--- config.mk ---
export PLATFORM = sky130hd
export DESIGN_NAME = rotary_param_bank
export DESIGN_NICKNAME = d
export VERILOG_FILES = /design/src/rtl/rotary_pkg.sv /design/src/rtl/rotary_step_decoder.sv /design/src/rtl/rotary_param_bank.sv
export SDC_FILE = /design/constraint.sdc
export NUM_CORES = 1
export LEC_CHECK = 0
export CAP_MARGIN = 20
export CORE_ASPECT_RATIO = 1.4
export CORE_MARGIN = 5
export CORE_UTILIZATION = 30
export DETAILED_ROUTE_END_ITERATION = 8
export HOLD_SLACK_MARGIN = 0.02
export SKIP_CTS_REPAIR_TIMING = 1
export SYNTH_ARGS = -nofsm -noshare
export SYNTH_HDL_FRONTEND = slang
export SYNTH_SLANG_ARGS = --single-unit
--- constraint.sdc ---
create_clock -name clk -period 3.86 [get_ports clk]
set_input_delay 0.579 -clock clk [delete_from_list [all_inputs] [get_ports clk]]
set_output_delay 0.579 -clock clk [all_outputs]
set_load 0.01 [all_outputs]
--- src/rtl/rotary_pkg.sv ---
// Shared types and constants for the rotary parameter bank: button FSM states,
// step direction encoding and the fast-turn step multiplier.
package rotary_pkg;

   typedef enum logic [1:0] {
      IDLE,
      DB_PRESS,
      PRESSED,
      DB_RELEASE
   } btnState_t;

   localparam logic DIR_DOWN   = 1'b0;
   localparam logic DIR_UP     = 1'b1;
   localparam int   ACCEL_MULT = 4;

   // Cycles after reset during which encoder edges are ignored.
   localparam logic [1:0] ARM_CYCLES = 2'd3;

endpackage

--- src/rtl/rotary_step_decoder.sv ---
// Synchronises the encoder and button pins and turns quadrature edges into
// single-cycle step pulses with a direction; steps are masked just after reset.
module rotary_step_decoder
   import rotary_pkg::*;
(
   input  logic clk,
   input  logic rst,
   input  logic quadA,
   input  logic quadB,
   input  logic button,
   output logic step,
   output logic dir,
   output logic btnLevel
);

   // bit0 = s0, bit1 = s1, bit2 = history s2
   logic [2:0] aHist;
   logic [2:0] bHist;
   logic [1:0] btnSync;
   logic [1:0] armCnt;

   always_ff @(posedge clk) begin
      if (rst) begin
         aHist   <= '0;
         bHist   <= '0;
         btnSync <= '0;
         armCnt  <= ARM_CYCLES;
      end else begin
         aHist   <= {aHist[1:0], quadA};
         bHist   <= {bHist[1:0], quadB};
         btnSync <= {btnSync[0], button};
         if (armCnt != 2'd0)
            armCnt <= armCnt - 2'd1;
      end
   end

   assign step     = (armCnt == 2'd0) && (aHist[1] ^ aHist[2] ^ bHist[1] ^ bHist[2]);
   assign dir      = (aHist[2] ^ bHist[1]) ? DIR_UP : DIR_DOWN;
   assign btnLevel = btnSync[1];

endmodule

--- src/rtl/rotary_param_bank.sv ---
// One encoder + one button shared across NUM_PARAMS saturating parameter registers.
// Optional ROTARY_ACCEL_EN: quick same-direction turns use ACCEL_MULT times the step.
module rotary_param_bank
   import rotary_pkg::*;
#(
   parameter  int NUM_PARAMS      = 4,
   parameter  int WIDTH           = 12,
   parameter  int INC             = 32,
   parameter  int INIT_VALUE      = 2048,
   parameter  int DEBOUNCE_CYCLES = 65536,
   parameter  int ACCEL_WINDOW    = 200000,
   localparam int SEL_W           = $clog2(NUM_PARAMS)
)(
   input  logic                        clk,
   input  logic                        rst,
   input  logic                        quadA,
   input  logic                        quadB,
   input  logic                        button,
   output logic [NUM_PARAMS*WIDTH-1:0] values,
   output logic [SEL_W-1:0]            sel,
   output logic                        changed,
   output logic [SEL_W-1:0]            changed_idx
);

   localparam int EW   = WIDTH + 3;
   localparam int DB_W = $clog2(DEBOUNCE_CYCLES + 1);
   localparam logic [EW-1:0] MAX_V = {3'b000, {WIDTH{1'b1}}};

   if (NUM_PARAMS < 2 || NUM_PARAMS > 16 || DEBOUNCE_CYCLES < 2 || ACCEL_WINDOW < 1) begin : gBadCfg
      $error("rotary_param_bank: parameter out of range");
   end

   function automatic logic [WIDTH-1:0] satStep(input logic [WIDTH-1:0] v,
                                                input logic             up,
                                                input logic [EW-1:0]    s);
      logic [EW-1:0] ve;
      ve = EW'(v);
      if (up)
         satStep = (ve > MAX_V - s) ? {WIDTH{1'b1}} : WIDTH'(ve + s);
      else
         satStep = (ve < s) ? '0 : WIDTH'(ve - s);
   endfunction

   logic step;
   logic dir;
   logic btnLevel;

   rotary_step_decoder uDecoder (
      .clk      (clk),
      .rst      (rst),
      .quadA    (quadA),
      .quadB    (quadB),
      .button   (button),
      .step     (step),
      .dir      (dir),
      .btnLevel (btnLevel)
   );

   logic [EW-1:0] stepSize;

`ifdef ROTARY_ACCEL_EN
   localparam int GAP_W = $clog2(ACCEL_WINDOW + 1);
   logic [GAP_W-1:0] gapCnt;
   logic             lastDir;

   // Gap starts saturated so the first step after reset is always slow.
   always_ff @(posedge clk) begin
      if (rst) begin
         gapCnt  <= GAP_W'(ACCEL_WINDOW);
         lastDir <= DIR_UP;
      end else if (step) begin
         gapCnt  <= '0;
         lastDir <= dir;
      end else if (gapCnt != GAP_W'(ACCEL_WINDOW)) begin
         gapCnt  <= gapCnt + GAP_W'(1);
      end
   end

   assign stepSize = ((gapCnt < GAP_W'(ACCEL_WINDOW)) && (dir == lastDir))
                   ? EW'(ACCEL_MULT * INC) : EW'(INC);
`else
   assign stepSize = EW'(INC);
`endif

   logic [WIDTH-1:0] bank [NUM_PARAMS];
   logic [WIDTH-1:0] curVal;
   logic [WIDTH-1:0] nextVal;
   logic             writeEn;

   assign curVal  = bank[sel];
   assign nextVal = satStep(curVal, dir, stepSize);
   assign writeEn = step && (nextVal != curVal);

   // Write stage: uses sel as it stood before any same-edge advance.
   always_ff @(posedge clk) begin
      if (rst) begin
         for (int i = 0; i < NUM_PARAMS; i++)
            bank[i] <= WIDTH'(INIT_VALUE);
         changed     <= 1'b0;
         changed_idx <= '0;
      end else begin
         changed <= writeEn;
         if (writeEn) begin
            bank[sel]   <= nextVal;
            changed_idx <= sel;
         end
      end
   end

   for (genvar gi = 0; gi < NUM_PARAMS; gi++) begin : gFlatten
      assign values[gi*WIDTH +: WIDTH] = bank[gi];
   end

   btnState_t        state;
   btnState_t        stateNext;
   logic [DB_W-1:0]  dbCnt;
   logic [DB_W-1:0]  dbCntNext;
   logic             dbDone;
   logic             selAdv;

   assign dbDone = (dbCnt == DB_W'(DEBOUNCE_CYCLES - 1));

   always_ff @(posedge clk) begin
      if (rst) begin
         state <= IDLE;
         dbCnt <= '0;
         sel   <= '0;
      end else begin
         state <= stateNext;
         dbCnt <= dbCntNext;
         if (selAdv)
            sel <= (sel == SEL_W'(NUM_PARAMS - 1)) ? '0 : sel + SEL_W'(1);
      end
   end

   // Counter restarts from zero on every state entry.
   always_comb begin
      stateNext = state;
      dbCntNext = dbCnt;
      selAdv    = 1'b0;
      case (state)
         IDLE: begin
            if (btnLevel) begin
               stateNext = DB_PRESS;
               dbCntNext = '0;
            end
         end
         DB_PRESS: begin
            if (!btnLevel) begin
               stateNext = IDLE;
               dbCntNext = '0;
            end else if (dbDone) begin
               stateNext = PRESSED;
               dbCntNext = '0;
               selAdv    = 1'b1;
            end else begin
               dbCntNext = dbCnt + DB_W'(1);
            end
         end
         PRESSED: begin
            if (!btnLevel) begin
               stateNext = DB_RELEASE;
               dbCntNext = '0;
            end
         end
         DB_RELEASE: begin
            if (btnLevel) begin
               stateNext = PRESSED;
               dbCntNext = '0;
            end else if (dbDone) begin
               stateNext = IDLE;
               dbCntNext = '0;
            end else begin
               dbCntNext = dbCnt + DB_W'(1);
            end
         end
         default: begin
            stateNext = IDLE;
            dbCntNext = '0;
         end
      endcase
   end

endmodule

======== Word-level counts from Yosys, hierarchy flattened ========
Memory sizes are Yosys's and may differ from the RTL's. A register that Yosys moved wholly into a read port is not among the register bits.
Cells that the tools add are included.
storage, ports and cells
  bits in registers ....................... 34
  RAM bits ................................ 48
  output and inout bits ................... 53
  word-level logic and storage cells ...... 70
  memories ................................ 1
cells by class
  $add $sub $neg .......................... 5
  order comparisons ....................... 2
  equality and inequality tests ........... 10
  mux-type cells .......................... 31
  bitwise operators ....................... 4
  reduce and logical (&&, ||, !) cells .... 8
memory list
  name  words  bits a word  read ports  clocked after Yosys merged registers in  write ports  RTL line                 source
  bank  4      12           5           1                                        4            rotary_param_bank.sv:85  logic [WIDTH-1:0] bank [NUM_PARAMS];
operator list
  kind                                                                     number
  17-bit two-way mux                                                       5
  17-bit case mux with 4 select lines                                      1
  12-bit two-way mux                                                       4
  2-bit two-way mux                                                        10
  17-bit by 1-bit adder with 17-bit output, second input constant          1
  17-bit by 16-bit equality test with 1-bit output, second input constant  1
  12-bit by 6-bit adder with 12-bit output, second input constant          1
  12-bit greater-than comparator, second input constant                    1
  12-bit by 6-bit < comparator with 1-bit output, second input constant    1
  12-bit inequality test                                                   1
  12-bit OR reduction                                                      1
  12-bit by 6-bit subtractor with 12-bit output, second input constant     1
  1-bit two-way mux                                                        10
  2-bit case mux with 4 select lines                                       1
  2-bit equality test, second input constant                               3
  2-bit logical NOT                                                        2
  4-bit AND reduction                                                      1
  1-bit XOR                                                                4
  3-bit by 2-bit inequality test with 1-bit output, second input constant  1
  3-bit inequality test, second input constant                             1
  2-bit by 1-bit adder with 2-bit output, second input constant            1
  2-bit by 1-bit equality test with 1-bit output, second input constant    1
  1-bit logical AND                                                        2
  2-bit by 1-bit inequality test with 1-bit output, second input constant  1
  4 further kinds                                                          4

======== Logic depth before layout (Yosys ltp) ========
Gate-level depths: netlist (run 1).
  depth in word-level cells ............... 10
  mapped depth ............................ 9

======== By module ========
A second synthesis (run 1) with hierarchy kept.
second synthesis, totals
  cell total of the unflattened synthesis .. 395
  area total of the unflattened synthesis .. 4230.3 um2
modules (own cells, without submodules)
  module               instances  cells an instance  area each (um2)  sequential area each (um2)
  rotary_param_bank    1          366                3888.7           1961.9
  rotary_step_decoder  1          29                 341.6            200.2

======== Least setup slack after synthesis (run 1) ========
OpenSTA, ideal clock, no wires.
  path type ............................... register to register
  start ................................... register with a tool-made name
  end ..................................... memory bank[3][0] (enable)
  setup time .............................. 0.353 ns
  data arrival time ....................... 2.466 ns
  required time ........................... 3.507 ns
  slack ................................... 1.041 ns
  cell stages (with the launch flop) ...... 8
  path buffers ............................ 2
  clock period less this slack ............ 2.819 ns
  cells stage by stage .................... dfxtp_1 > buf_6 > mux4_2 > buf_2 > or4_4 > nor2_4 > o311a_2 > a31o_1
RTL lines
  element           RTL line
  end: declaration  rotary_param_bank.sv:85

==> results of run 1 <==
-- power by group --
| part | internal [mW] | leakage [nW] | total (mW) | switching [mW] |
|---|---|---|---|---|
| clock network | 0.519 | 0.151 | 0.860 | 0.341 |
| logic | 0.0739 | 0.912 | 0.168 | 0.0939 |
| registers | 0.970 | 0.773 | 0.986 | 0.0154 |
| total | 1.56 | 1.84 | 2.01 | 0.451 |
-- routing by layer --
layer / up-vias / share of wire (%) / track usage [%]
met5: - / 0 / 0
met4: 0 / 2.2 / 4.359
met3: 18 / 5.0 / 3.821
met2: 71 / 53 / 23.73
met1: 1529 / 40 / 15.62
li1: 1492 / - / -
-- flip-flops by register name (all words and copies together), names as in the netlist, named ones only --
name              flops
uDecoder.armCnt       2
state                 1
bank                 48
uDecoder.btnSync      2
changed_idx           2
uDecoder.aHist        3
uDecoder.bHist        3
changed               1
dbCnt                17
sel                   2
-- through the flow --
| step | utilization (%) | total power, mW | setup slack (ns) |
|---|---|---|---|
| floorplan | - | 1.099 | 1.041 |
| CTS | 38.79 | 2.036 | 0.7269 |
| global route | 38.79 | 2.096 | 0.5243 |
| global placement | 36.50 | 1.170 | 0.8005 |
| detailed placement | 36.50 | 1.175 | 0.7157 |
| finish | 38.79 | 2.013 | 0.7364 |
-- area by class of cell --
class / instances / area, sq um
clock buffers: 13 / 282.8
clock inverters: 3 / 23.77
fillers: 1349 / 8195
inverters: 12 / 45.04
multi-input cells: 253 / 1790
flip-flops and latches: 84 / 2162
well taps: 182 / 227.7
repair buffers: 69 / 660.6
-- worst max-delay path by stage --
stage / to / slack, ns / cells after the start
final: bank[0][6] / 0.74 / 7
after global placement: bank[2][2] / 0.80 / 6
after global routing: bank[3][11] / 0.52 / 6
after CTS: bank[2][6] / 0.73 / 5
after floorplan: bank[3][0] / 1.04 / 7
after detailed placement: bank[3][11] / 0.72 / 7
-- synth_stat cells, drive strengths merged (3+ instances only) --
library cell,instances,area (sq um)
nand3,10,50.05
or4,3,30.03
buf,9,68.81
a21o,4,30.03
o21ai,11,58.81
nor4,3,18.77
xor2,5,43.79
mux2i,6,60.06
nor2b,13,88.83
nand4,12,75.07
ha,5,62.56
o21a,5,37.54
nand2,19,71.32
o22ai,3,32.53
clkbuf,7,26.28
inv,12,45.04
a311oi,8,70.07
a21oi,22,128.9
nor2,58,225.2
or3,4,25.02
dfxtp,36,720.7
mux4,12,296.5
and3,10,63.81
xnor2,3,26.28
nand2b,9,56.30
or2,3,18.77
edfxtp,48,1441
o211ai,3,36.28
-- critical path: cells and delay by family (launching register included) --
family                 cells  cell delay, ns
AOI/OAI and AO/OA          2            0.59
buffers and inverters      2            0.42
DFF                        1            0.33
muxes                      1            0.70
and+or+nand+nor            2            0.78
-- cell families after synthesis --
group	Yosys count	synth area share, %
AOI/OAI and AO/OA	69	12.50
adders and majority gates	5	1.529
xor gates and xnor gates	8	1.712
and+or+nand+nor	152	19.02
muxes	19	8.988
buffers and inverters	28	3.424
DFF	84	52.83
==> impl_metrics.csv, run 1 <==
group,metric,value,unit
synthesis,yosysWarningCount,0,
grt,first_global_vias,3097,
setup_path,slowest_delay,0.70,ns
run,maxCapViolCount,0,
setup_path,cp-end-kind,"register",
finish,layout_common_cells,"nor2_1 (57), clkdlybuf4s50_1 (57), edfxtp_1 (48), dfxtp_1 (36), nand2_1 (19)",
synthesis,synth-edff-count,48,
placement,hpwl,7801,um
synthesis,postSynthCellCount,365,
detailed_routing,postRouteAntennaNets,0,
detailed_routing,vias,3110,
detailed_routing,wl,10500,um
cts,clock_sinks,84,
finish,num-nets-final,439,
synthesis,synthDistinctLibCells,60,
setup_path,critPathMaxFanout,7,
placement,placedInstanceArea,0.004886,sq mm
cts,root_buffer,"clkbuf_16",
finish,final_cell_area,0.005192,sq mm
worst_hold_path,min_path_cells,1,
cts,numCtsBuffers,9,
floorplanning,die_w,108.7,um
detailed_routing,drt_iter0_drc,159,
timing,worst_hold_slack,0.4363,ns
timing,tightest_slew,1.095,ns
synthesis,async_flop_share,0,%
finish,syn_to_final_growth,26.87,%
power,power.density,387.8,mW/mm^2
timing,max_slew_margin,26.10,%
synthesis,syn_avg_cell_area,11.21,sq um
setup_path,r2r_setup_slack,0.74,ns
setup_path,cp_slowest_cell,"mux4_1",
worst_hold_path,holdCritStartpoint,"uDecoder.aHist[0]",
placement,io_buffers,57,
setup_path,cp_data_arrival_time,3.16,ns
synthesis,synth-seq-cells,84,
grt,antenna_found_initial,0,
synthesis,ys.flop_type,"edfxtp_1",
timing,fin_tns_setup,0,ns
floorplanning,core.rowCount,50,
setup_path,critPathLaunchType,"register",
placement,place_inst,600,
setup_path,r2r_end,"bank[0][6]",
grt,overflow,0,
floorplanning,die_y,148.2,um
timing,finalCritPeriodShare,80.92,%
cts,clockBufferDepth,2,
timing,fin_skew,0.007611,ns
power,ir_worst_vdd,0.1742,mV
synthesis,syn_nets,375,
detailed_routing,drt-pass1-iter-count,4,
cts,worstSkewPairLatency,0.33,ns
timing,final_max_slew_viol_count,0,
detailed_routing,wire_per_inst,17.05,um
setup_path,cpMostUsedCell,"buf_4",
setup_path,required,3.90,ns
floorplanning,dieArea,0.01611,sq mm
synthesis,syn_area,0.004093,sq mm
floorplanning,core,0.01339,sq mm
cts,htreeDepth,3,
grt,grt_max_degree,32,
floorplanning,pin_count,58,
floorplanning,start_util,30.57,%
detailed_routing,drcViolationCount,0,
cts,clkSlewWorstSetupHoldPaths,0.06,ns
setup_path,path_cells,"buf_4 > mux4_1 > or4_4 > nor2_4 > o311a_2 > a21o_1 > buf_4",
timing,finalHoldViolations,0,
grt,grt_usage,13.49,%
timing,fmax,320.1,MHz
setup_path,critical_path_class,"register to register",
finish,instances_no_fill,616,
worst_hold_path,hold_end,"uDecoder.aHist[1]",
outcome,status,"complete, no violations",
placement,gp_congestion,0.8986,
worst_hold_path,worstHoldPathType,"register to register",
grt,grt_pass1_wl,16730,um
setup_path,worst_r2r_path_depth,7,
timing,min_period,3.124,ns
detailed_routing,via_per_inst,5.049,
power,power_leakage,1.836,nW
finish,layout-drive-gt1-share,11.29,%
timing,grt_setup_unrepaired,"no",
timing,setup_viol,0,
finish,diodes,0,
cts,cts_tree,"yes",
synthesis,ys_seq_area_share,52.83,%
Power figures use the tool's default switching activity.
==> run 2, diff against run 1 <==
==> constraint.sdc (replaced) <==
create_clock -name clk -period 2.8 [get_ports clk]
set_input_delay 0.42 -clock clk [delete_from_list [all_inputs] [get_ports clk]]
set_output_delay 0.42 -clock clk [all_outputs]
set_load 0.01 [all_outputs]
==> impl_metrics.csv, run 2 (synthesized netlist as in run 1, its figures left out) <==
group,metric,value,unit
setup_path,critical_path_class,"register to register",
detailed_routing,postRouteAntennaNets,0,
grt,busiest_layer,"met2",
cts,clkSlewWorstSetupHoldPaths,0.07,ns
grt,use_met1,15.55,%
setup_path,critPathMaxFanout,12,
grt,grt_pass1_wl,17470,um
timing,min_period,2.694,ns
detailed_routing,drcViolationCount,0,
power,power_leakage,2.030,nW
grt,grt_usage,14.18,%
run,maxCapViolCount,0,
timing,fin_ws,0.1062,ns
finish,fillers,1305,
finish,largest-register,"bank",
power,ir_worst_vdd,0.3931,mV
grt,antenna_found_initial,0,
timing,setup_viol,0,
power,p_total,2.844,mW
finish,num-nets-final,476,
floorplanning,core.rowCount,50,
timing,finalHoldViolations,0,
cts,clockBufferDepth,2,
setup_path,critPathLaunchType,"register",
setup_path,cp_data_arrival_time,2.70,ns
placement,hpwl,8359,um
cts,numCtsBuffers,9,
timing,fin_tns_setup,0,ns
cts,clock_sinks,84,
grt,met3_usage,2.692,%
floorplanning,core,0.01339,sq mm
grt,overflow,0,
floorplanning,dieArea,0.01611,sq mm
power,power.density,511.4,mW/mm^2
finish,layout_common_cells,"nor2_1 (57), clkdlybuf4s50_1 (57), edfxtp_1 (48), buf_4 (44), dfxtp_1 (35)",
setup_path,worst_r2r_path_depth,6,
timing,final_max_slew_viol_count,0,
worst_hold_path,holdCritStartpoint,"uDecoder.aHist[0]",
outcome,status,"complete, no violations",
cts,root_buffer,"clkbuf_16",
detailed_routing,drt_iter0_drc,120,
floorplanning,pin_count,58,
finish,diodes,0,
timing,grt_setup_unrepaired,"no",
timing,tightest_slew,0.9774,ns
timing,fmax,371.2,MHz
detailed_routing,via_per_inst,5.009,
detailed_routing,wire_per_inst,16.94,um
finish,multi_input_area,0.001847,sq mm
detailed_routing,wl,11060,um
setup_path,r2r_end,"bank[2][7]",
worst_hold_path,min_path_cells,1,
floorplanning,start_util,30.57,%
timing,max_slew_margin,34.02,%
placement,gp_congestion,0.8869,
finish,syn_to_final_growth,35.89,%
detailed_routing,vias,3271,
grt,use_met2,26.58,%
detailed_routing,drt-pass1-iter-count,5,
setup_path,cp-end-kind,"register",
finish,largest_reg_flops,48,
grt,grt_max_degree,25,
finish,regArea,0.002163,sq mm
setup_path,r2r_setup_slack,0.11,ns
worst_hold_path,hold_end,"uDecoder.aHist[1]",
placement,io_buffers,57,
placement,place_inst,636,
timing,fin_skew,0.007375,ns
cts,cts_tree,"yes",
floorplanning,die_w,108.7,um
worst_hold_path,worstHoldPathType,"register to register",
finish,layout-drive-gt1-share,20.59,%
cts,worstSkewPairLatency,0.34,ns
floorplanning,die_y,148.2,um
cts,htreeDepth,3,
finish,instances_no_fill,653,
finish,reg_top3,"bank x48, dbCnt x17",
placement,dp_slack,-0.1260,ns
grt,first_global_vias,3257,
timing,finalCritPeriodShare,96.21,%
setup_path,required,2.80,ns
[run 2: cell count changes in the layout (fill, tap and decap cells not counted), sizes merged]
cell / before / now
buf: 12 / 49
clkbuf: 13 / 9
clkinv: 1 / 3
bufinv: 0 / 1
inv: 14 / 15
[run 2: layout make-up]
class	instances	share of cell area (%)
well taps	182	4.094
clock inverters	7	1.507
flip-flops and latches	84	38.90
inverters	12	0.8099
clock buffers	9	4.049
multi-input cells	253	33.21
repair buffers	106	17.44
[run 2: per-stage QoR]
stage	utilization [%]	hold WS [ns]	instance area (sq um)
after detailed placement	38.61	0.4269	5169
after global routing	41.54	0.4585	5562
final	41.54	0.4329	5562
after floorplan	-	0.4138	4093
after global placement	38.61	0.4285	5169
after CTS	40.92	0.4413	5478
[run 2: metal layers]
metal | part of all wire [%] | vias to the layer above
met4 | 1.7 | 0
met2 | 56 | 59
met5 | 0 | -
met1 | 39 | 1622
li1 | - | 1577
met3 | 3.9 | 13
[run 2: worst max-delay path, cell delays in order (launching register included)]
cell	delay, ns
dfxtp_2	0.35
buf_6	0.13
mux4_1	0.64
or4_4	0.48
nor2_4	0.18
o311a_4	0.23
a21o_2	0.35
[run 2: where the power goes]
part	switching [mW]	internal (mW)	leakage, nW	total, mW
Combinational	0.137	0.125	1.10	0.261
Clock	0.518	0.705	0.153	1.22
Sequential	0.0218	1.34	0.774	1.36
[run 2: how the worst max path moves through the flow]
stage | start | end | slack [ns] | depth (start not counted)
2_1_floorplan | register | bank[2][0] | 0.04 | 7
3_3_place_gp | register | bank[2][3] | -0.08 | 6
3_5_place_dp | register | bank[2][2] | -0.13 | 6
4_1_cts | register | bank[2][7] | -0.14 | 6
5_1_grt | register | bank[0][2] | 0.03 | 8
6_report | register | bank[2][7] | 0.11 | 6
==> RTL change 1, RTL diff (config.mk and constraints of run 1) <==
Build with the macro `ROTARY_ACCEL_EN` defined.
--- a/src/rtl/rotary_param_bank.sv
+++ b/src/rtl/rotary_param_bank.sv
@@ -1,4 +1,6 @@
 // One encoder + one button shared across NUM_PARAMS saturating parameter registers.
 // Optional ROTARY_ACCEL_EN: quick same-direction turns use ACCEL_MULT times the step.
+`define ROTARY_ACCEL_EN
+
 module rotary_param_bank
    import rotary_pkg::*;
Behaviour: not the same (Yosys sat finds a counterexample within 10 cycles, from zero or initial values and one cycle with rst high).
==> RTL change 1 against run 1 <==
Wire length increased by 36%; area after synthesis increased by 30%; sequential cell count increased by 19; sequential power increased by 23%; critical path type unchanged; worst setup slack got worse by 0.64 ns; power increased by 22%; cell count increased by 37%; design area increased by 29%.
==> RTL change 1: results (changes against run 1) <==
[layout]
nNonClkBuffers=79  ; +14%
sh_seq_area=0.381  ; -0.0358
clock_buffers=11  ; -2
stdcell_area_um2=6690  ; +29%
n_all_inverters=16  ; +4
clock_tree_area_fraction=0.0449  ; -0.0142
drive_gt1_frac=0.150  ; +0.0368
final_nets=619  ; +41%
reg_top3=bank (48), gapCnt (18), dbCnt (17)
multi_input_area_share=0.407  ; +0.0622
nonClkBufAreaFrac=0.114  ; -0.0128
num-fill-cells=1763  ; +31%
fin_cells=844  ; +37%
multi_input_gates=394  ; +56%

[global_routing]
grt_max_degree=37  ; +16%
grt.total_usage=0.136  ; +0.00158
grt_pass1_wl_mm=22.1  ; +32%

[power]
switching_share=0.261  ; +0.0372
p_seq_frac=0.491  ; about the same
p_clk_frac=0.371  ; -0.056
leakage_nw=2.38  ; +30%
peakVddDrop_mv=0.199  ; +14%
seq-power_mw=1.21  ; +23%

[sta]
finClkSkew_ns=0.00616  ; -0.00145 ns
tightestPinTransition_ns=0.897  ; -0.197 ns
fin_crit_sh=0.976  ; +0.167
worst_hold_slack_ns=0.440  ; +0.00343 ns

[hold_path]
hp-start=uDecoder.bHist[0]

[placed_design]
dp_slack_ns=0.121  ; -0.595 ns
gp_congestion=0.817  ; -9.0%
hpwlAfterDp_mm=10.4  ; +33%
placed_cell_area_um2=6210  ; +27%
placedCellCount=823  ; +37%

[logic_synthesis]
yosysWarnings=0  ; unchanged
synthXorXnorAreaFrac=0.0445  ; +0.0274
ys_types=62  ; +3.3%
synth-adder-area-share=0.0259  ; +0.0106
seq_area_frac_synth=0.479  ; -0.0497
synthMuxAreaShare=0.0659  ; -0.0239
synth_ff_type=dfxtp_1
synth.area.top_cells=edfxtp_1 27%, dfxtp_1 21%, mux4_2 4.7%
synth-compound-area-share=0.115  ; -0.0101
yosys-top-cells-count=62 x nor2_1, 55 x dfxtp_1, 48 x edfxtp_1, 44 x nand2_1, 31 x a21oi_1
synthCells=540  ; +48%
synth_fp_nets=556  ; +48%

[drt]
drt-initial-drc-count=377  ; +140%
drt-wirelength-per-cell_um=16.9  ; -0.62%
firstDrtPassIters=5  ; +1
vias=4341  ; +40%

[setup_path]
cp.arrival_ns=3.92  ; +0.76 ns
r2r_slack_ns=0.09  ; -0.64 ns
crit_path_max_incr_delay_ns=0.54  ; -0.16 ns
worst-path-max-fanout=18  ; +11
cp_slowest_cell=or4_4

[clock_tree]
cts_htree_levels=3  ; unchanged
numClockSinks=103  ; +23%
clock-root-buffer=clkbuf_16

[run_status]
status=complete, no violations

[floorplanning]
dieArea_um2=20500  ; +27%

-- RTL change 1: routing by layer --
layer  GRT usage  vias to the layer above  part of all wire
met3      0.0226                       18             0.036
met5           0                        -                 0
met2       0.249                       87              0.54
li1            -                     2085                 -
met1       0.158                     2151              0.41
met4      0.0482                        0             0.016
-- RTL change 1: cell families after synthesis --
kind of cell    Yosys count
simple gates            238
flops                   103
compound gates           97
buf+inv                  43
xor+xnor                 27
mux                      21
fa+ha+maj                11
-- RTL change 1: worst paths after layout --
| check | end | depth (start not counted) |
|---|---|---|
| max | bank[0][3] | 13 |
| min | uDecoder.bHist[1] | 1 |
| max reg2reg | bank[0][3] | 13 |
| min reg2reg | uDecoder.bHist[1] | 1 |
-- RTL change 1: worst register-to-register path, delay by kind of cell (launching register included) --
kind,cells,cell delay (ns)
AND/OR/NAND/NOR,5,1.44
AO/OA/AOI/OAI,3,0.68
adder cells (fa/ha/maj),2,0.45
flip-flops,1,0.37
multiplexers,1,0.23
XOR/XNOR,1,0.23
buffers and inverters,1,0.19
==> RTL change 2, RTL diff (config.mk and constraints of run 1) <==
Made on the original files. Put one more register stage on the output `changed`, with the module's reset. The value now appears one clock later. The other outputs are not delayed to match.
--- a/src/rtl/rotary_param_bank.sv
+++ b/src/rtl/rotary_param_bank.sv
@@ -26,4 +26,6 @@
    localparam int DB_W = $clog2(DEBOUNCE_CYCLES + 1);
    localparam logic [EW-1:0] MAX_V = {3'b000, {WIDTH{1'b1}}};
+
+   logic changed_s0;
 
    if (NUM_PARAMS < 2 || NUM_PARAMS > 16 || DEBOUNCE_CYCLES < 2 || ACCEL_WINDOW < 1) begin : gBadCfg
@@ -97,8 +99,8 @@
          for (int i = 0; i < NUM_PARAMS; i++)
             bank[i] <= WIDTH'(INIT_VALUE);
-         changed     <= 1'b0;
+         changed_s0  <= 1'b0;
          changed_idx <= '0;
       end else begin
-         changed <= writeEn;
+         changed_s0 <= writeEn;
          if (writeEn) begin
             bank[sel]   <= nextVal;
@@ -182,4 +184,12 @@
    end
 
+   always_ff @(posedge clk) begin
+      if (rst) begin
+         changed <= '0;
+      end else begin
+         changed <= changed_s0;
+      end
+   end
+
 endmodule
 
Check against the original RTL: not equivalent (a bounded check fails within 10 cycles, from zero or initial values and one cycle with rst high).
==> RTL change 2 against run 1 <==
Power is 2.6% higher; area after synthesis is 1.5% lower; critical path depth unchanged; worst setup slack lost 0.11 ns; hold slack better by 0.0014 ns; wire length down 0.50%; die area fell by 1.4%; non-clock buffer count fell by 6; design area fell by 1.7%; sequential cell count up 1; synthesized cell count up 0.55%; critical path type unchanged.
==> RTL change 2: results (changes against run 1) <==
[run_status]
status=complete, no violations

[setup_path]
cp_slowest_cell=mux4_2
r2r-end=bank[3][1]
crit_path_max_incr_delay_ns=0.62  ; -0.08 ns
cp-end-kind=register
worst-path-max-fanout=12  ; +5
cp-start-kind=register
cp.arrival_ns=3.25  ; +0.09 ns

[drt]
routed_wirelength_mm=10.4  ; -0.50%
drt-initial-drc-count=142  ; -11%
drt-wirelength-per-cell_um=17.0  ; about the same
dr_wl_met3_um=387  ; -27%
via_per_inst=4.92  ; -2.5%
wl_met2_mm=5.79  ; +4.2%
m1WireLength_mm=4.12  ; -1.6%

[clock_tree]
cts.clk_slew.worst_paths_ns=0.07
cts_buffers=9  ; unchanged

[placed_design]
placed_cell_area_um2=4800  ; -1.8%
gp_congestion=0.813  ; -9.5%
placedCellCount=597  ; -0.50%
hpwlAfterDp_mm=7.80  ; about the same
dp_slack_ns=0.653  ; -0.0626 ns

[global_routing]
grt_pass1_wl_mm=16.4  ; -1.8%
grtUsageMet2=0.246  ; +0.00895
grt_use_met3=0.0330  ; -0.00524
use_met1=0.155  ; -0.00106
grt_pass1_vias=3022  ; -2.4%
grt_max_degree=38  ; +19%
grt.total_usage=0.136  ; +0.00152

[sta]
worst_hold_slack_ns=0.438  ; +0.00143 ns
finalWorstSetupSlack_ns=0.624  ; -0.112 ns
relSlewSlack=0.424  ; +0.163
finClkSkew_ns=0.0110  ; +0.00334 ns

[power]
p_clk_frac=0.430  ; +0.003
peakVddDrop_mv=0.239  ; +37%
leakage_nw=1.83  ; -0.18%
switching_share=0.239  ; +0.0155
powerComb_mw=0.176  ; +5%
power_per_cell_area_nw_per_um2=405  ; +4.4%

[logic_synthesis]
yosys-top-cells-count=72 x nor2_1, 48 x edfxtp_1, 37 x dfxtp_1, 20 x a21oi_1, 18 x nand2_1
synth-edff-count=48  ; unchanged
seq_area_frac_synth=0.541  ; +0.0130
synth-compound-area-share=0.0944  ; -0.0307
synth.avg_cell_area_um2=11.0  ; -2.0%
synth.area.top_cells=edfxtp_1 36%, dfxtp_1 18%, nor2_1 6.7%
synth-adder-area-share=0.0155  ; +0.000232
synth_fp_nets=377  ; +0.53%
synthXorXnorAreaFrac=0.0239  ; +0.00678
ys_types=57  ; -5.0%
synthMuxAreaShare=0.0888  ; -0.00112

[layout]
final_nets=436  ; -0.68%
drive_gt1_frac=0.116  ; +0.00311
fin_util=0.385  ; -0.00304
num-fill-cells=1327  ; -1.6%

[hold_path]
min_to=changed
hp-start=changed_s0

## RTL change 2: changes by cell type after synthesis, sizes merged, moves of 7 or more
| cell | before | now |
|---|---|---|
| nand4 | 12 | 5 |
| and3 | 10 | 2 |
| nor2 | 58 | 73 |
| and2 | 1 | 9 |
## RTL change 2: layout make-up
class                           count  area share
Tap cell                          182      0.0446
Inverter                            6     0.00441
Sequential cell                    85       0.428
Timing Repair Buffer               63       0.121
Multi-Input combinational cell    261       0.343
Clock inverter                      7      0.0159
Clock buffer                        9      0.0441
## RTL change 2: critical path: cells and delay by family, from the launching register on
kind / cells / cell delay [ns]
AO/OA/AOI/OAI: 3 / 0.92
buffers and inverters: 1 / 0.27
flip-flops: 1 / 0.56
multiplexers: 1 / 0.62
AND/OR/NAND/NOR: 2 / 0.52
